===== src/rtl/cplx_alu_arbiter_if.sv =====
// Requester, response and ALU-side signals of the complex-ALU arbiter.
// slave = arbiter side, master = requesters / ALU side.
interface cplx_alu_arbiter_if;
    logic        req0_valid;
    logic        req0_ready;
    logic [7:0]  req0_op;
    logic [31:0] req0_opnd;
    logic        req1_valid;
    logic        req1_ready;
    logic [7:0]  req1_op;
    logic [31:0] req1_opnd;

    logic [7:0]  alu_A1;
    logic [7:0]  alu_A2;
    logic [7:0]  alu_B1;
    logic [7:0]  alu_B2;
    logic [7:0]  alu_Op;
    logic [7:0]  alu_Out1;
    logic [7:0]  alu_Out2;
    logic        alu_CompReg;

    logic        rsp0_valid;
    logic        rsp0_ready;
    logic [7:0]  rsp0_out1;
    logic [7:0]  rsp0_out2;
    logic        rsp0_comp;
    logic        rsp0_err;
    logic        rsp1_valid;
    logic        rsp1_ready;
    logic [7:0]  rsp1_out1;
    logic [7:0]  rsp1_out2;
    logic        rsp1_comp;
    logic        rsp1_err;

    modport slave (
        input  req0_valid, req0_op, req0_opnd, req1_valid, req1_op, req1_opnd,
        output req0_ready, req1_ready,
        output alu_A1, alu_A2, alu_B1, alu_B2, alu_Op,
        input  alu_Out1, alu_Out2, alu_CompReg,
        output rsp0_valid, rsp0_out1, rsp0_out2, rsp0_comp, rsp0_err,
        output rsp1_valid, rsp1_out1, rsp1_out2, rsp1_comp, rsp1_err,
        input  rsp0_ready, rsp1_ready
    );

    modport master (
        output req0_valid, req0_op, req0_opnd, req1_valid, req1_op, req1_opnd,
        input  req0_ready, req1_ready,
        input  alu_A1, alu_A2, alu_B1, alu_B2, alu_Op,
        output alu_Out1, alu_Out2, alu_CompReg,
        input  rsp0_valid, rsp0_out1, rsp0_out2, rsp0_comp, rsp0_err,
        input  rsp1_valid, rsp1_out1, rsp1_out2, rsp1_comp, rsp1_err,
        output rsp0_ready, rsp1_ready
    );
endinterface


===== src/rtl/cplx_alu_arbiter.sv =====
// Round-robin sharing of one clocked complex ALU between two requesters.
// Define ALU_ARB_STATS_EN to add the grant/reject statistics counters.
module cplx_alu_arbiter #(
    parameter int ALU_LAT = 1
) (
    input  logic               clk,
    input  logic               rst,
    cplx_alu_arbiter_if.slave  bus
`ifdef ALU_ARB_STATS_EN
    ,
    output logic [15:0]        grant_cnt0,
    output logic [15:0]        grant_cnt1,
    output logic [15:0]        reject_cnt
`endif
);
    typedef enum logic [1:0] {IDLE, DRIVE, CAPTURE, RESP} state_t;

    localparam logic [2:0] CNT_LAST = 3'(ALU_LAT);

    state_t      state_reg;
    logic        last_grant_reg;
    logic        cur_reg;
    logic [2:0]  cnt_reg;
    logic [7:0]  a1_reg, a2_reg, b1_reg, b2_reg;
    logic [3:0]  op_reg;

    logic [1:0]  req_valid;
    logic [1:0]  rsp_ready;
    logic [3:0]  req_op [2];
    logic [31:0] req_opnd [2];
    logic [1:0]  elig;
    logic        grant_next;
    logic        accept;
    logic        legal;
    logic [1:0]  grant_sel;
    logic [1:0]  cur_sel;
    logic [3:0]  sel_op;
    logic [31:0] sel_opnd;
    logic        cmp_op;
    logic        unused_op_bits;

    function automatic logic is_legal(input logic [3:0] code);
        return !(code inside {4'd3, 4'd7, 4'd8, 4'd15});
    endfunction

    assign req_valid   = {bus.req1_valid, bus.req0_valid};
    assign rsp_ready   = {bus.rsp1_ready, bus.rsp0_ready};
    assign req_op[0]   = bus.req0_op[3:0];
    assign req_op[1]   = bus.req1_op[3:0];
    assign req_opnd[0] = bus.req0_opnd;
    assign req_opnd[1] = bus.req1_opnd;
    assign unused_op_bits = ^{bus.req0_op[7:4], bus.req1_op[7:4]};

    // Tie-break toward the requester that did not win last time.
    assign grant_next = (elig == 2'b11) ? ~last_grant_reg : elig[1];
    assign accept     = (state_reg == IDLE) && (|elig);
    assign grant_sel  = {grant_next, ~grant_next};
    assign cur_sel    = {cur_reg, ~cur_reg};
    assign sel_op     = req_op[grant_next];
    assign sel_opnd   = req_opnd[grant_next];
    assign legal      = is_legal(sel_op);
    assign cmp_op     = (op_reg >= 4'd9) && (op_reg <= 4'd14);

    assign bus.req0_ready = accept && grant_sel[0];
    assign bus.req1_ready = accept && grant_sel[1];

    assign bus.alu_A1 = a1_reg;
    assign bus.alu_A2 = a2_reg;
    assign bus.alu_B1 = b1_reg;
    assign bus.alu_B2 = b2_reg;
    assign bus.alu_Op = {4'b0000, op_reg};

    always_ff @(posedge clk) begin
        if (rst) begin
            state_reg      <= IDLE;
            last_grant_reg <= 1'b1;
            cur_reg        <= 1'b0;
            cnt_reg        <= 3'd0;
            a1_reg         <= 8'd0;
            a2_reg         <= 8'd0;
            b1_reg         <= 8'd0;
            b2_reg         <= 8'd0;
            op_reg         <= 4'd0;
        end else begin
            case (state_reg)
                IDLE: begin
                    if (accept) begin
                        last_grant_reg <= grant_next;
                        cur_reg        <= grant_next;
                        // Rejected codes never touch the ALU inputs.
                        if (legal) begin
                            {a1_reg, a2_reg, b1_reg, b2_reg} <= sel_opnd;
                            op_reg    <= sel_op;
                            cnt_reg   <= 3'd0;
                            state_reg <= DRIVE;
                        end else begin
                            state_reg <= RESP;
                        end
                    end
                end
                DRIVE: begin
                    if (cnt_reg == CNT_LAST) begin
                        state_reg <= CAPTURE;
                    end else begin
                        cnt_reg <= cnt_reg + 3'd1;
                    end
                end
                CAPTURE: state_reg <= RESP;
                RESP:    state_reg <= IDLE;
                default: state_reg <= IDLE;
            endcase
        end
    end

    for (genvar gi = 0; gi < 2; gi++) begin : g_rsp
        logic       valid_reg;
        logic [7:0] out1_reg;
        logic [7:0] out2_reg;
        logic       comp_reg;
        logic       err_reg;

        assign elig[gi] = req_valid[gi] & ~valid_reg;

        always_ff @(posedge clk) begin
            if (rst) begin
                valid_reg <= 1'b0;
                out1_reg  <= 8'd0;
                out2_reg  <= 8'd0;
                comp_reg  <= 1'b0;
                err_reg   <= 1'b0;
            end else begin
                if (valid_reg && rsp_ready[gi]) begin
                    valid_reg <= 1'b0;
                end
                if (accept && grant_sel[gi] && !legal) begin
                    out1_reg <= 8'd0;
                    out2_reg <= 8'd0;
                    comp_reg <= 1'b0;
                    err_reg  <= 1'b1;
                end
                if ((state_reg == CAPTURE) && cur_sel[gi]) begin
                    out1_reg <= bus.alu_Out1;
                    out2_reg <= bus.alu_Out2;
                    comp_reg <= cmp_op & bus.alu_CompReg;
                    err_reg  <= 1'b0;
                end
                if ((state_reg == RESP) && cur_sel[gi]) begin
                    valid_reg <= 1'b1;
                end
            end
        end
    end

    assign bus.rsp0_valid = g_rsp[0].valid_reg;
    assign bus.rsp0_out1  = g_rsp[0].out1_reg;
    assign bus.rsp0_out2  = g_rsp[0].out2_reg;
    assign bus.rsp0_comp  = g_rsp[0].comp_reg;
    assign bus.rsp0_err   = g_rsp[0].err_reg;
    assign bus.rsp1_valid = g_rsp[1].valid_reg;
    assign bus.rsp1_out1  = g_rsp[1].out1_reg;
    assign bus.rsp1_out2  = g_rsp[1].out2_reg;
    assign bus.rsp1_comp  = g_rsp[1].comp_reg;
    assign bus.rsp1_err   = g_rsp[1].err_reg;

`ifdef ALU_ARB_STATS_EN
    always_ff @(posedge clk) begin
        if (rst) begin
            grant_cnt0 <= 16'd0;
            grant_cnt1 <= 16'd0;
            reject_cnt <= 16'd0;
        end else if (accept) begin
            if (grant_sel[0] && (grant_cnt0 != 16'hFFFF)) grant_cnt0 <= grant_cnt0 + 16'd1;
            if (grant_sel[1] && (grant_cnt1 != 16'hFFFF)) grant_cnt1 <= grant_cnt1 + 16'd1;
            if (!legal && (reject_cnt != 16'hFFFF))       reject_cnt <= reject_cnt + 16'd1;
        end
    end
`endif
endmodule


===== src/flat_wrapper.sv =====
// flat-port wrapper written by rule: the top's interface ports become plain ports
module cplx_alu_arbiter_flat 
#(
    parameter int ALU_LAT = 1
)
  (clk, rst, bus_req0_valid, bus_req0_op, bus_req0_opnd, bus_req1_valid, bus_req1_op, bus_req1_opnd, bus_req0_ready, bus_req1_ready, bus_alu_A1, bus_alu_A2, bus_alu_B1, bus_alu_B2, bus_alu_Op, bus_alu_Out1, bus_alu_Out2, bus_alu_CompReg, bus_rsp0_valid, bus_rsp0_out1, bus_rsp0_out2, bus_rsp0_comp, bus_rsp0_err, bus_rsp1_valid, bus_rsp1_out1, bus_rsp1_out2, bus_rsp1_comp, bus_rsp1_err, bus_rsp0_ready, bus_rsp1_ready);
  cplx_alu_arbiter_if bus_i ();
  input  logic clk;
  input  logic rst;
  input wire logic [$bits(bus_i.req0_valid)-1:0] bus_req0_valid;
  input wire logic [$bits(bus_i.req0_op)-1:0] bus_req0_op;
  input wire logic [$bits(bus_i.req0_opnd)-1:0] bus_req0_opnd;
  input wire logic [$bits(bus_i.req1_valid)-1:0] bus_req1_valid;
  input wire logic [$bits(bus_i.req1_op)-1:0] bus_req1_op;
  input wire logic [$bits(bus_i.req1_opnd)-1:0] bus_req1_opnd;
  output wire logic [$bits(bus_i.req0_ready)-1:0] bus_req0_ready;
  output wire logic [$bits(bus_i.req1_ready)-1:0] bus_req1_ready;
  output wire logic [$bits(bus_i.alu_A1)-1:0] bus_alu_A1;
  output wire logic [$bits(bus_i.alu_A2)-1:0] bus_alu_A2;
  output wire logic [$bits(bus_i.alu_B1)-1:0] bus_alu_B1;
  output wire logic [$bits(bus_i.alu_B2)-1:0] bus_alu_B2;
  output wire logic [$bits(bus_i.alu_Op)-1:0] bus_alu_Op;
  input wire logic [$bits(bus_i.alu_Out1)-1:0] bus_alu_Out1;
  input wire logic [$bits(bus_i.alu_Out2)-1:0] bus_alu_Out2;
  input wire logic [$bits(bus_i.alu_CompReg)-1:0] bus_alu_CompReg;
  output wire logic [$bits(bus_i.rsp0_valid)-1:0] bus_rsp0_valid;
  output wire logic [$bits(bus_i.rsp0_out1)-1:0] bus_rsp0_out1;
  output wire logic [$bits(bus_i.rsp0_out2)-1:0] bus_rsp0_out2;
  output wire logic [$bits(bus_i.rsp0_comp)-1:0] bus_rsp0_comp;
  output wire logic [$bits(bus_i.rsp0_err)-1:0] bus_rsp0_err;
  output wire logic [$bits(bus_i.rsp1_valid)-1:0] bus_rsp1_valid;
  output wire logic [$bits(bus_i.rsp1_out1)-1:0] bus_rsp1_out1;
  output wire logic [$bits(bus_i.rsp1_out2)-1:0] bus_rsp1_out2;
  output wire logic [$bits(bus_i.rsp1_comp)-1:0] bus_rsp1_comp;
  output wire logic [$bits(bus_i.rsp1_err)-1:0] bus_rsp1_err;
  input wire logic [$bits(bus_i.rsp0_ready)-1:0] bus_rsp0_ready;
  input wire logic [$bits(bus_i.rsp1_ready)-1:0] bus_rsp1_ready;
  assign bus_i.req0_valid = bus_req0_valid;
  assign bus_i.req0_op = bus_req0_op;
  assign bus_i.req0_opnd = bus_req0_opnd;
  assign bus_i.req1_valid = bus_req1_valid;
  assign bus_i.req1_op = bus_req1_op;
  assign bus_i.req1_opnd = bus_req1_opnd;
  assign bus_req0_ready = bus_i.req0_ready;
  assign bus_req1_ready = bus_i.req1_ready;
  assign bus_alu_A1 = bus_i.alu_A1;
  assign bus_alu_A2 = bus_i.alu_A2;
  assign bus_alu_B1 = bus_i.alu_B1;
  assign bus_alu_B2 = bus_i.alu_B2;
  assign bus_alu_Op = bus_i.alu_Op;
  assign bus_i.alu_Out1 = bus_alu_Out1;
  assign bus_i.alu_Out2 = bus_alu_Out2;
  assign bus_i.alu_CompReg = bus_alu_CompReg;
  assign bus_rsp0_valid = bus_i.rsp0_valid;
  assign bus_rsp0_out1 = bus_i.rsp0_out1;
  assign bus_rsp0_out2 = bus_i.rsp0_out2;
  assign bus_rsp0_comp = bus_i.rsp0_comp;
  assign bus_rsp0_err = bus_i.rsp0_err;
  assign bus_rsp1_valid = bus_i.rsp1_valid;
  assign bus_rsp1_out1 = bus_i.rsp1_out1;
  assign bus_rsp1_out2 = bus_i.rsp1_out2;
  assign bus_rsp1_comp = bus_i.rsp1_comp;
  assign bus_rsp1_err = bus_i.rsp1_err;
  assign bus_i.rsp0_ready = bus_rsp0_ready;
  assign bus_i.rsp1_ready = bus_rsp1_ready;
  cplx_alu_arbiter #(.ALU_LAT(ALU_LAT)) u_core (.clk(clk), .rst(rst), .bus(bus_i));
endmodule

===== config.mk =====
export PLATFORM = sky130hd
export DESIGN_NAME = cplx_alu_arbiter_flat
export DESIGN_NICKNAME = d
export VERILOG_FILES = /design/src/rtl/cplx_alu_arbiter_if.sv /design/src/rtl/cplx_alu_arbiter.sv /design/src/flat_wrapper.sv
export SDC_FILE = /design/constraint.sdc
export NUM_CORES = 1
export LEC_CHECK = 0
export BUFFER_PORTS_ARGS = -buffer_cell sky130_fd_sc_hd__buf_2
export CAP_MARGIN = 20
export CORE_MARGIN = 3
export CORE_UTILIZATION = 35
export DETAILED_ROUTE_END_ITERATION = 10
export PLACE_DENSITY_LB_ADDON = 0.25
export SKIP_CTS_REPAIR_TIMING = 1
export SYNTH_ARGS = -nofsm -noshare
export SYNTH_HDL_FRONTEND = slang
export SYNTH_SLANG_ARGS = --single-unit

===== constraint.sdc =====
create_clock -name clk -period 2 [get_ports clk]
set_clock_uncertainty 0.1 [all_clocks]
set_input_delay 0.2 -clock clk [delete_from_list [all_inputs] [get_ports clk]]
set_output_delay 0.2 -clock clk [all_outputs]
set_load 0.02 [all_outputs]

==> results.py, run 1 <==
metrics = {
    "yosys": {
        "post_synthesis_cell_type_count": 40,
        "synth-async-reset-ratio": 0,
        "adder_cell_area_share_of_the_yosys_netlist": 0.0250,
        "area_fraction_in_compound_gates_after_synthesis": 0.242,
        "syn_area_um2": 3500,
        "synth_enable_flop_cells": 0,
        "synth_mux_area_frac": 0.00286,
        "syn-instance-count": 396,
        "post_synth_and_or_nand_nor_area_fraction": 0.217,
        "yosysWarnings": 0,
        "syn_area_per_cell_um2": 8.83,
        "synth_xor_area_frac": 0,
        "synth-seq-cells": 81,
        "synth_sequential_area_ratio": 0.464,
        "main_combinational_cell_family_by_area_after_synthesis": "compound AO/OA/AOI/OAI gates",
        "dominantRegCellSynth": "dfxtp_1",
    },
    "worst_setup_path": {
        "r2r_cell_count": 7,
        "cp-end-kind": "primary output",
        "worstPathMaxFanout": 37,
        "critPathLaunch": "u_core.bus.rsp1_valid$_SDFFE_PP0P_",
        "cp_launch_type": "flop",
        "timing.rr.start": "u_core.bus.rsp0_valid$_SDFFE_PP0P_",
        "critPathRequiredTime_ns": 1.70,
        "critical_path.endpoint": "bus_req0_ready",
        "crit-reg2reg-capture": "u_core.bus.alu_A2[5]$_SDFFE_PP0P_",
        "rrSetupSlack_ns": 0.10,
        "crit_type": "flop to primary output",
        "critPathArrivalTime_ns": 1.62,
    },
    "detailed_routing": {
        "dr_total_vias": 3630,
        "drc": 0,
        "postRouteWirelength_mm": 10.5,
        "detail_routed_via_count_per_cell": 4.95,
        "route.top_layer_used": "met5",
        "first_pass_iters": 4,
        "route.detailed.wl_per_inst_um": 14.3,
        "met2_length_mm": 5.06,
        "ant_nets": 0,
        "drt_iter0_drc": 163,
        "post_route_met1_wirelength_mm": 4.45,
        "wl_met3_um": 751,
    },
    "power": {
        "pwr_density_cell_nw_per_um2": 1240,
        "power_frac_seq": 0.344,
        "swShare": 0.390,
        "max-vdd-ir-drop_mv": 0.558,
        "power.internal_uw": 3900,
        "switching_power_uw": 2490,
        "leakagePower_uw": 0.00240,
        "combPwrFrac": 0.444,
        "clock_power_share": 0.212,
        "total_power_uw": 6400,
    },
    "floorplanning": {
        "initial_core_util": 0.370,
        "floorplan.die.width_um": 106,
        "core_region_area_um2": 9460,
        "placementRows": 35,
        "pin_count": 183,
        "fp.dieArea_um2": 11200,
        "die_height_um": 106,
    },
    "grt": {
        "grt_max_degree": 38,
        "first_global_vias": 3368,
        "globalRoute.totalOverflow": 0,
        "antenna_found_initial": 1,
        "global_route_wire_length_before_repair_mm": 16.0,
        "track_usage": 0.176,
    },
    "timing": {
        "hold_slack_ns": -0.00698,
        "slew_headroom": 0.626,
        "fin_tns_setup_ns": 0,
        "finalCritPeriodShare": 0.958,
        "drv_slew": 0,
        "fmax_mhz": 522,
        "worst-slew-pin-transition_ns": 0.559,
        "post-route-min-period_ns": 1.92,
        "setup_viol": 0,
        "hold_violations": 4,
    },
    "place": {
        "gpl.final_weighted_congestion": 0.802,
        "dp.final_hpwl_mm": 7.27,
        "dp_cells": 682,
        "port-buffer-count": 170,
    },
    "hold_path": {
        "class_of_the_tightest_hold_or_removal_check": "input port to flop",
    },
    "final_layout": {
        "n_fill_cell": 908,
        "instances_no_fill": 734,
        "n_antenna_cell": 0,
        "design.final.nets": 710,
        "layout.core_utilization": 0.547,
        "post_route_cells_drive_above_1_share": 0.383,
        "area_growth_pct": 47.9,
    },
    "cts": {
        "h-tree-depth": 3,
        "number_of_clock_sinks": 81,
        "numCtsBuffers": 9,
        "path_clk_slew_ns": 0.09,
        "clock_path_buffers": 2,
        "cts_tree": "yes",
        "ctsRootBufferMaster": "clkbuf_8",
        "clock_latency_ns": 0.36,
    },
    "job": {
        "count_of_maximum_capacitance_violations": 0,
    },
    "outcome": {
        "failed_checks": "hold timing",
        "run_status": "finished, violations left",
    },
}
## worst max-delay path, stage by stage (launching register included)
cell,delay [ns]
dfxtp_2,0.35
nand2b_1,0.21
a21oi_2,0.20
buf_12,0.22
nor2_1,0.09
buf_4,0.16
## through the flow
stage	instance area, um^2	worst slack (ns)
finish	5170	0.0847
detailed placement	4520	-0.135
global route	5170	-0.00853
global placement	4520	-0.0248
CTS	4740	-0.160
floorplan	3510	0.0623
## cell usage in the layout, fill, tap and decap left out, types with 2 or more instances in the layout
| master | instances |
|---|---|
| a311oi_2 | 11 |
| ha_1 | 6 |
| clkbuf_8 | 9 |
| a311oi_1 | 26 |
| clkinvlp_4 | 3 |
| o21ai_0 | 3 |
| nand3b_1 | 3 |
| conb_1 | 4 |
| clkbuf_16 | 2 |
| inv_1 | 4 |
| buf_4 | 16 |
| dlygate4sd3_1 | 29 |
| dfxtp_1 | 78 |
| a22oi_1 | 19 |
| nand2b_1 | 9 |
| and2_1 | 3 |
| a22o_1 | 16 |
| dfxtp_2 | 3 |
| buf_12 | 3 |
| a21oi_4 | 2 |
| a21oi_1 | 8 |
| nand2_1 | 78 |
| and3_1 | 3 |
| a31oi_1 | 2 |
| nor2b_1 | 4 |
| bufinv_16 | 2 |
| nor3_1 | 6 |
| buf_6 | 3 |
| buf_2 | 169 |
| nor2_1 | 61 |
## synthesized netlist by cell type (2+ instances only)
master     n  area [um^2]
a21oi_1    9         45.0
a22o_1    16          140
a22oi_1   19          143
a311oi_1  27          236
a311oi_2  10          150
a31oi_1    2         12.5
and2_1     3         18.8
and3_1     3         18.8
buf_1      3         11.3
buf_2      6         30.0
buf_4      7         52.6
clkbuf_1  16         60.1
dfxtp_1   81         1620
ha_1       7         87.6
inv_1      4         15.0
nand2_1   78          293
nand2b_1   9         56.3
nand3b_1   3         22.5
nor2_1    61          229
nor2b_1    5         31.3
nor3_1     6         30.0
o21ai_0    3         15.0
## routing by layer
metal	up-vias	GRT usage
met5	-	0
met3	19	0.0553
met4	2	0.0666
met1	1672	0.208
li1	1809	-
met2	128	0.297
## logic make-up after synthesis
logic type,Yosys count
buffers and inverters,36
AOI/OAI and AO/OA,96
adders and majority gates,7
muxes,1
and+or+nand+nor,174
other,1
DFF,81
## worst min-delay path by stage
stage,startpoint,slack (ns),endpoint,depth (start not counted)
global route,bus_req1_opnd[29],-0.005,u_core.bus.alu_A1[5]$_SDFFE_PP0P_,3
floorplan,bus_alu_Out1[5],0.23,u_core.bus.rsp0_out1[5]$_SDFFE_PP0P_,1
finish,bus_req1_opnd[29],-0.007,u_core.bus.alu_A1[5]$_SDFFE_PP0P_,3
CTS,bus_alu_Out1[6],-0.05,u_core.bus.rsp0_out1[6]$_SDFFE_PP0P_,2
detailed placement,bus_alu_Out2[1],0.34,u_core.bus.rsp0_out2[1]$_SDFFE_PP0P_,2
global placement,bus_alu_Out2[1],0.33,u_core.bus.rsp0_out2[1]$_SDFFE_PP0P_,2
## power groups by stage
stage               logic (uW)  registers, uW  clock network (uW)
CTS                       2580           2200                1400
floorplan                 1330           2610                   0
global route              3100           2250                1470
global placement          2520           2210                   0
detailed placement        2580           2230                   0
finish                    2840           2200                1360
## final cells by class
class / instances / area (um^2) / share of cell area
Tap cell: 129 / 161 / 0.0312
Clock inverter: 7 / 103 / 0.0198
Multi-Input combinational cell: 282 / 1750 / 0.337
Inverter: 4 / 15.0 / 0.00290
Timing Repair Buffer: 222 / 1400 / 0.271
Clock buffer: 9 / 124 / 0.0239
Sequential cell: 81 / 1630 / 0.314
Power figures use the tool's default switching activity.
==> inputs of run 2 (changes only) <==
--- a/config.mk
+++ b/config.mk
@@ -8,7 +8,7 @@
 export BUFFER_PORTS_ARGS = -buffer_cell sky130_fd_sc_hd__buf_2
 export CAP_MARGIN = 20
 export CORE_MARGIN = 3
-export CORE_UTILIZATION = 35
+export CORE_UTILIZATION = 45
 export DETAILED_ROUTE_END_ITERATION = 10
 export PLACE_DENSITY_LB_ADDON = 0.25
 export SKIP_CTS_REPAIR_TIMING = 1
==> results.py, run 2 (synthesized netlist as in run 1, its figures left out) <==
metrics = {
    "outcome": {
        "run_status": "completed",
    },
    "worst_setup_path": {
        "critPathRequiredTime_ns": 2.14,
        "critPathArrivalTime_ns": 2.04,
        "crit_type": "flop to flop",
        "worstPathMaxFanout": 25,
        "cp-end-kind": "flop",
        "cp_launch_type": "flop",
    },
    "detailed_routing": {
        "first_pass_iters": 5,
        "drt_iter0_drc": 182,
        "route.detailed.wl_per_inst_um": 14.7,
        "ant_nets": 0,
        "dr_total_vias": 3615,
        "drc": 0,
        "postRouteWirelength_mm": 10.2,
        "detail_routed_via_count_per_cell": 5.23,
    },
    "floorplanning": {
        "initial_core_util": 0.472,
        "pin_count": 183,
        "die_height_um": 94.2,
        "floorplan.die.width_um": 94.2,
        "core_region_area_um2": 7410,
        "placementRows": 31,
        "fp.dieArea_um2": 8870,
    },
    "grt": {
        "first_global_vias": 3225,
        "global_route_wire_length_before_repair_mm": 15.0,
        "antenna_found_initial": 0,
        "track_usage": 0.211,
        "grt_max_degree": 50,
        "globalRoute.totalOverflow": 0,
    },
    "timing": {
        "setup_viol": 0,
        "drv_slew": 0,
        "hold_violations": 0,
        "post-route-min-period_ns": 1.90,
        "fmax_mhz": 526,
        "worst-slew-pin-transition_ns": 0.668,
        "finalCritPeriodShare": 0.951,
        "slew_headroom": 0.553,
        "hold_slack_ns": 0.00369,
    },
    "cts": {
        "clock_path_buffers": 2,
        "path_clk_slew_ns": 0.08,
        "clock_latency_ns": 0.35,
        "numCtsBuffers": 9,
        "cts_tree": "yes",
        "ctsRootBufferMaster": "clkbuf_8",
        "number_of_clock_sinks": 81,
        "h-tree-depth": 3,
    },
    "final_layout": {
        "n_antenna_cell": 0,
        "most_common_library_cell_in_the_layout_ignoring_fill_and_taps": "buf_2",
        "design.final.nets": 697,
        "area_growth_pct": 42.0,
        "layout.core_utilization": 0.670,
        "post_route_cells_drive_above_1_share": 0.389,
        "n_fill_cell": 636,
        "instances_no_fill": 691,
        "final_cell_mix": "buf_2, dfxtp_1, nand2_1",
        "final_area_um2": 4970,
    },
    "place": {
        "dpl_cell_area_um2": 4490,
        "port-buffer-count": 170,
        "gpl.final_weighted_congestion": 0.786,
        "dp_cells": 654,
        "dp.final_hpwl_mm": 7.12,
    },
    "power": {
        "total_power_uw": 6130,
        "leakagePower_uw": 0.00232,
        "max-vdd-ir-drop_mv": 0.654,
        "pwr_density_cell_nw_per_um2": 1230,
    },
    "hold_path": {
        "class_of_the_tightest_hold_or_removal_check": "input port to flop",
    },
    "job": {
        "count_of_maximum_capacitance_violations": 0,
    },
}
==> run 2: cell count changes in the layout (fill, tap and decap cells not counted), sizes merged <==
cell | before | now
buf | 191 | 190
bufinv | 2 | 1
clkbuf | 11 | 10
clkinv | 0 | 1
dlygate4sd3 | 29 | 18
==> run 2: path summary, 6_finish.rpt <==
kind	startpoint	end	slack, ns	depth (start not counted)
max reg2reg	u_core.bus.rsp0_valid$_SDFFE_PP0P_	u_core.bus.alu_B1[3]$_SDFFE_PP0P_	0.1	6
max	u_core.bus.rsp0_valid$_SDFFE_PP0P_	u_core.bus.alu_B1[3]$_SDFFE_PP0P_	0.1	6
min reg2reg	u_core.bus.rsp0_out1[2]$_SDFFE_PP0P_	u_core.bus.rsp0_out1[2]$_SDFFE_PP0P_	0.37	1
min	bus_alu_Out2[7]	u_core.bus.rsp0_out2[7]$_SDFFE_PP0P_	0.004	3
==> run 2: final cells by class <==
cell class              count  area [um^2]  area share
repair buffers            209         1240       0.249
clock inverters             7         78.8      0.0159
inverters                   4         15.0     0.00302
clock buffers               9          124      0.0249
flip-flops and latches     81         1620       0.327
multi-input cells         282         1770       0.355
well taps                  99          124      0.0249
==> run 2: metrics by stage <==
stage / worst slack [ns] / setup TNS [ns]
final: 0.0989 / 0
after global routing: -0.00147 / -0.00147
after CTS: -0.161 / -2.67
after detailed placement: -0.154 / -2.34
after global placement: -0.0780 / -0.802
after floorplan: 0.0623 / 0
==> run 2: power breakdown <==
part,leakage (uW),internal [uW],switching (uW)
clock network,0.0000925,587,625
logic,0.00157,1100,1620
registers,0.000662,1980,217
==> run 2: layer usage <==
metal | track usage | part of all wire | vias up
met2 | 0.355 | 0.50 | 140
met5 | 0 | 0 | -
met3 | 0.0665 | 0.073 | 6
met1 | 0.264 | 0.42 | 1679
li1 | - | - | 1790
met4 | 0.0481 | 0.0076 | 0
==> run 2: critical path: stages (launching register included) <==
cell	delay (ns)
dfxtp_1	0.34
nand3b_4	0.18
a221o_1	0.41
a21oi_4	0.23
buf_12	0.20
nor2_1	0.06
a311oi_1	0.28
==> inputs of run 3 (changes only) <==
--- a/config.mk
+++ b/config.mk
@@ -7,8 +7,10 @@
 export LEC_CHECK = 0
 export BUFFER_PORTS_ARGS = -buffer_cell sky130_fd_sc_hd__buf_2
 export CAP_MARGIN = 20
+export CELL_PAD_IN_SITES_DETAIL_PLACEMENT = 0
+export CELL_PAD_IN_SITES_GLOBAL_PLACEMENT = 2
 export CORE_MARGIN = 3
-export CORE_UTILIZATION = 45
+export CORE_UTILIZATION = 24
 export DETAILED_ROUTE_END_ITERATION = 10
 export PLACE_DENSITY_LB_ADDON = 0.25
 export SKIP_CTS_REPAIR_TIMING = 1
==> results.py, run 3 (synthesized netlist as in run 1, its figures left out) <==
metrics = {
    "outcome": {
        "run_status": "finished, violations left",
        "failed_checks": "hold timing",
    },
    "worst_setup_path": {
        "critPathArrivalTime_ns": 1.66,
        "cp_launch_type": "flop",
        "crit_path_frequent_cell": "buf_4",
        "worstPathMaxFanout": 4,
        "critPathRequiredTime_ns": 1.70,
        "critical_path.slowest_cell": "dfxtp_2",
        "timing.critical_path.cells": "nor2b_2, buf_4, and3_1, buf_4, buf_2",
        "timing.critical_path.max_delay_family": "buffers and inverters",
        "cpPeakStageDelay_ns": 0.34,
        "crit_type": "flop to primary output",
        "critical_path_buf_inv_count": 3,
        "cp-end-kind": "primary output",
        "rrSetupSlack_ns": 0.09,
    },
    "floorplanning": {
        "die_height_um": 127,
        "pin_count": 183,
        "fp.dieArea_um2": 16100,
        "initial_core_util": 0.249,
        "floorplan.die.width_um": 127,
        "core_region_area_um2": 14000,
        "placementRows": 43,
    },
    "final_layout": {
        "area_growth_pct": 48.0,
        "final_cell_mix": "buf_2, nand2_1, dfxtp_1",
        "n_antenna_cell": 0,
        "post_route_cells_drive_above_1_share": 0.395,
        "design.final.nets": 695,
        "most_common_library_cell_in_the_layout_ignoring_fill_and_taps": "buf_2",
    },
    "hold_path": {
        "class_of_the_tightest_hold_or_removal_check": "input port to flop",
    },
    "power": {
        "pwr_density_cell_nw_per_um2": 1330,
        "total_power_uw": 6870,
        "power.internal_uw": 4260,
        "max-vdd-ir-drop_mv": 0.471,
        "combPwrFrac": 0.418,
        "swShare": 0.380,
        "power_frac_seq": 0.320,
        "switching_power_uw": 2610,
        "leakagePower_uw": 0.00239,
        "clock_power_share": 0.262,
    },
    "place": {
        "gpl.final_weighted_congestion": 0.762,
        "pre_cts_slack_ns": -0.106,
        "port-buffer-count": 170,
        "dp.final_hpwl_mm": 8.25,
    },
    "detailed_routing": {
        "detail_routed_via_count_per_cell": 4.71,
        "ant_nets": 0,
        "postRouteWirelength_mm": 12.1,
        "route.detailed.wl_per_inst_um": 15.7,
        "drc": 0,
        "drt_iter0_drc": 165,
        "first_pass_iters": 4,
        "dr_total_vias": 3623,
    },
    "grt": {
        "track_usage": 0.144,
        "first_global_vias": 3630,
        "global_route_wire_length_before_repair_mm": 18.5,
        "antenna_found_initial": 0,
        "globalRoute.totalOverflow": 0,
        "grt_max_degree": 59,
    },
    "timing": {
        "fin_ws_ns": 0.0440,
        "hold_violations": 2,
        "hold_slack_ns": -0.00359,
        "drv_slew": 0,
        "fmax_mhz": 511,
        "slew_headroom": 0.562,
        "worst-slew-pin-transition_ns": 0.650,
        "rsz_0062_raised_after_global_routing": "yes",
        "finalCritPeriodShare": 0.978,
        "post-route-min-period_ns": 1.96,
        "setup_viol": 0,
    },
    "cts": {
        "cts_tree": "yes",
        "clock_path_buffers": 2,
        "numCtsBuffers": 9,
        "ctsRootBufferMaster": "clkbuf_16",
        "number_of_clock_sinks": 81,
        "clock_latency_ns": 0.35,
        "path_clk_slew_ns": 0.07,
        "h-tree-depth": 3,
    },
    "job": {
        "count_of_maximum_capacitance_violations": 0,
    },
}
## run 3: cell types whose count changed in the layout (fill, tap and decap cells not counted), moves of 2 or more
cell           before  now
clkinvlp_4          3    1
buf_4              16   18
dfxtp_1            80   78
buf_12              1    3
buf_8               2    0
dfxtp_2             1    3
clkbuf_8            9    0
clkbuf_16           1   11
dlygate4sd3_1      18   12
## run 3: layout make-up
cell class,instances,area (um^2)
Multi-Input combinational cell,282,1750
Clock buffer,10,229
Fill cell,1495,8870
Inverter,4,15.0
Timing Repair Buffer,207,1240
Tap cell,180,225
Sequential cell,81,1630
Clock inverter,6,90.1
## run 3: stage by stage
| stage | setup TNS, ns | instance area (um^2) | cells | utilization |
|---|---|---|---|---|
| 2_1_floorplan | 0 | 3510 | 399 | - |
| 3_5_place_dp | -1.69 | 4610 | 736 | 0.328 |
| 5_1_grt | -0.0656 | 5170 | 770 | 0.369 |
| 3_3_place_gp | -0.856 | 4600 | 735 | 0.328 |
| 6_report | 0 | 5170 | 770 | 0.369 |
| 4_1_cts | -2.71 | 4930 | 752 | 0.351 |
## run 3: tightest hold or removal path, stage by stage
cell	delay, ns
buf_2	0.07
nand2b_1	0.09
a21oi_1	0.05
## run 3: path summary, 6_finish.rpt
path / start / to / depth (start not counted)
setup / recovery: u_core.bus.rsp1_valid$_SDFFE_PP0P_ / bus_req1_ready / 5
hold reg to reg: u_core.bus.rsp0_out1[3]$_SDFFE_PP0P_ / u_core.bus.rsp0_out1[3]$_SDFFE_PP0P_ / 1
setup reg to reg: u_core.bus.rsp0_valid$_SDFFE_PP0P_ / u_core.bus.alu_A2[4]$_SDFFE_PP0P_ / 7
hold / removal: bus_rsp0_ready / u_core.bus.rsp0_valid$_SDFFE_PP0P_ / 3
## run 3: metal layers
metal / vias up / GRT usage / part of all wire / wire length [um]
met1: 1690 / 0.182 / 0.46 / 5560
met2: 135 / 0.223 / 0.44 / 5320
met3: 12 / 0.0606 / 0.087 / 1050
met4: 0 / 0.0454 / 0.011 / 137
li1: 1786 / - / - / -
met5: - / 0 / 0 / 0
## run 3: power groups by stage
stage / registers, uW / logic (uW) / clock network [uW]
final: 2200 / 2870 / 1800
after global routing: 2260 / 3170 / 1920
after floorplan: 2610 / 1330 / 0
after CTS: 2200 / 2640 / 1870
after detailed placement: 2230 / 2630 / 0
after global placement: 2210 / 2600 / 0
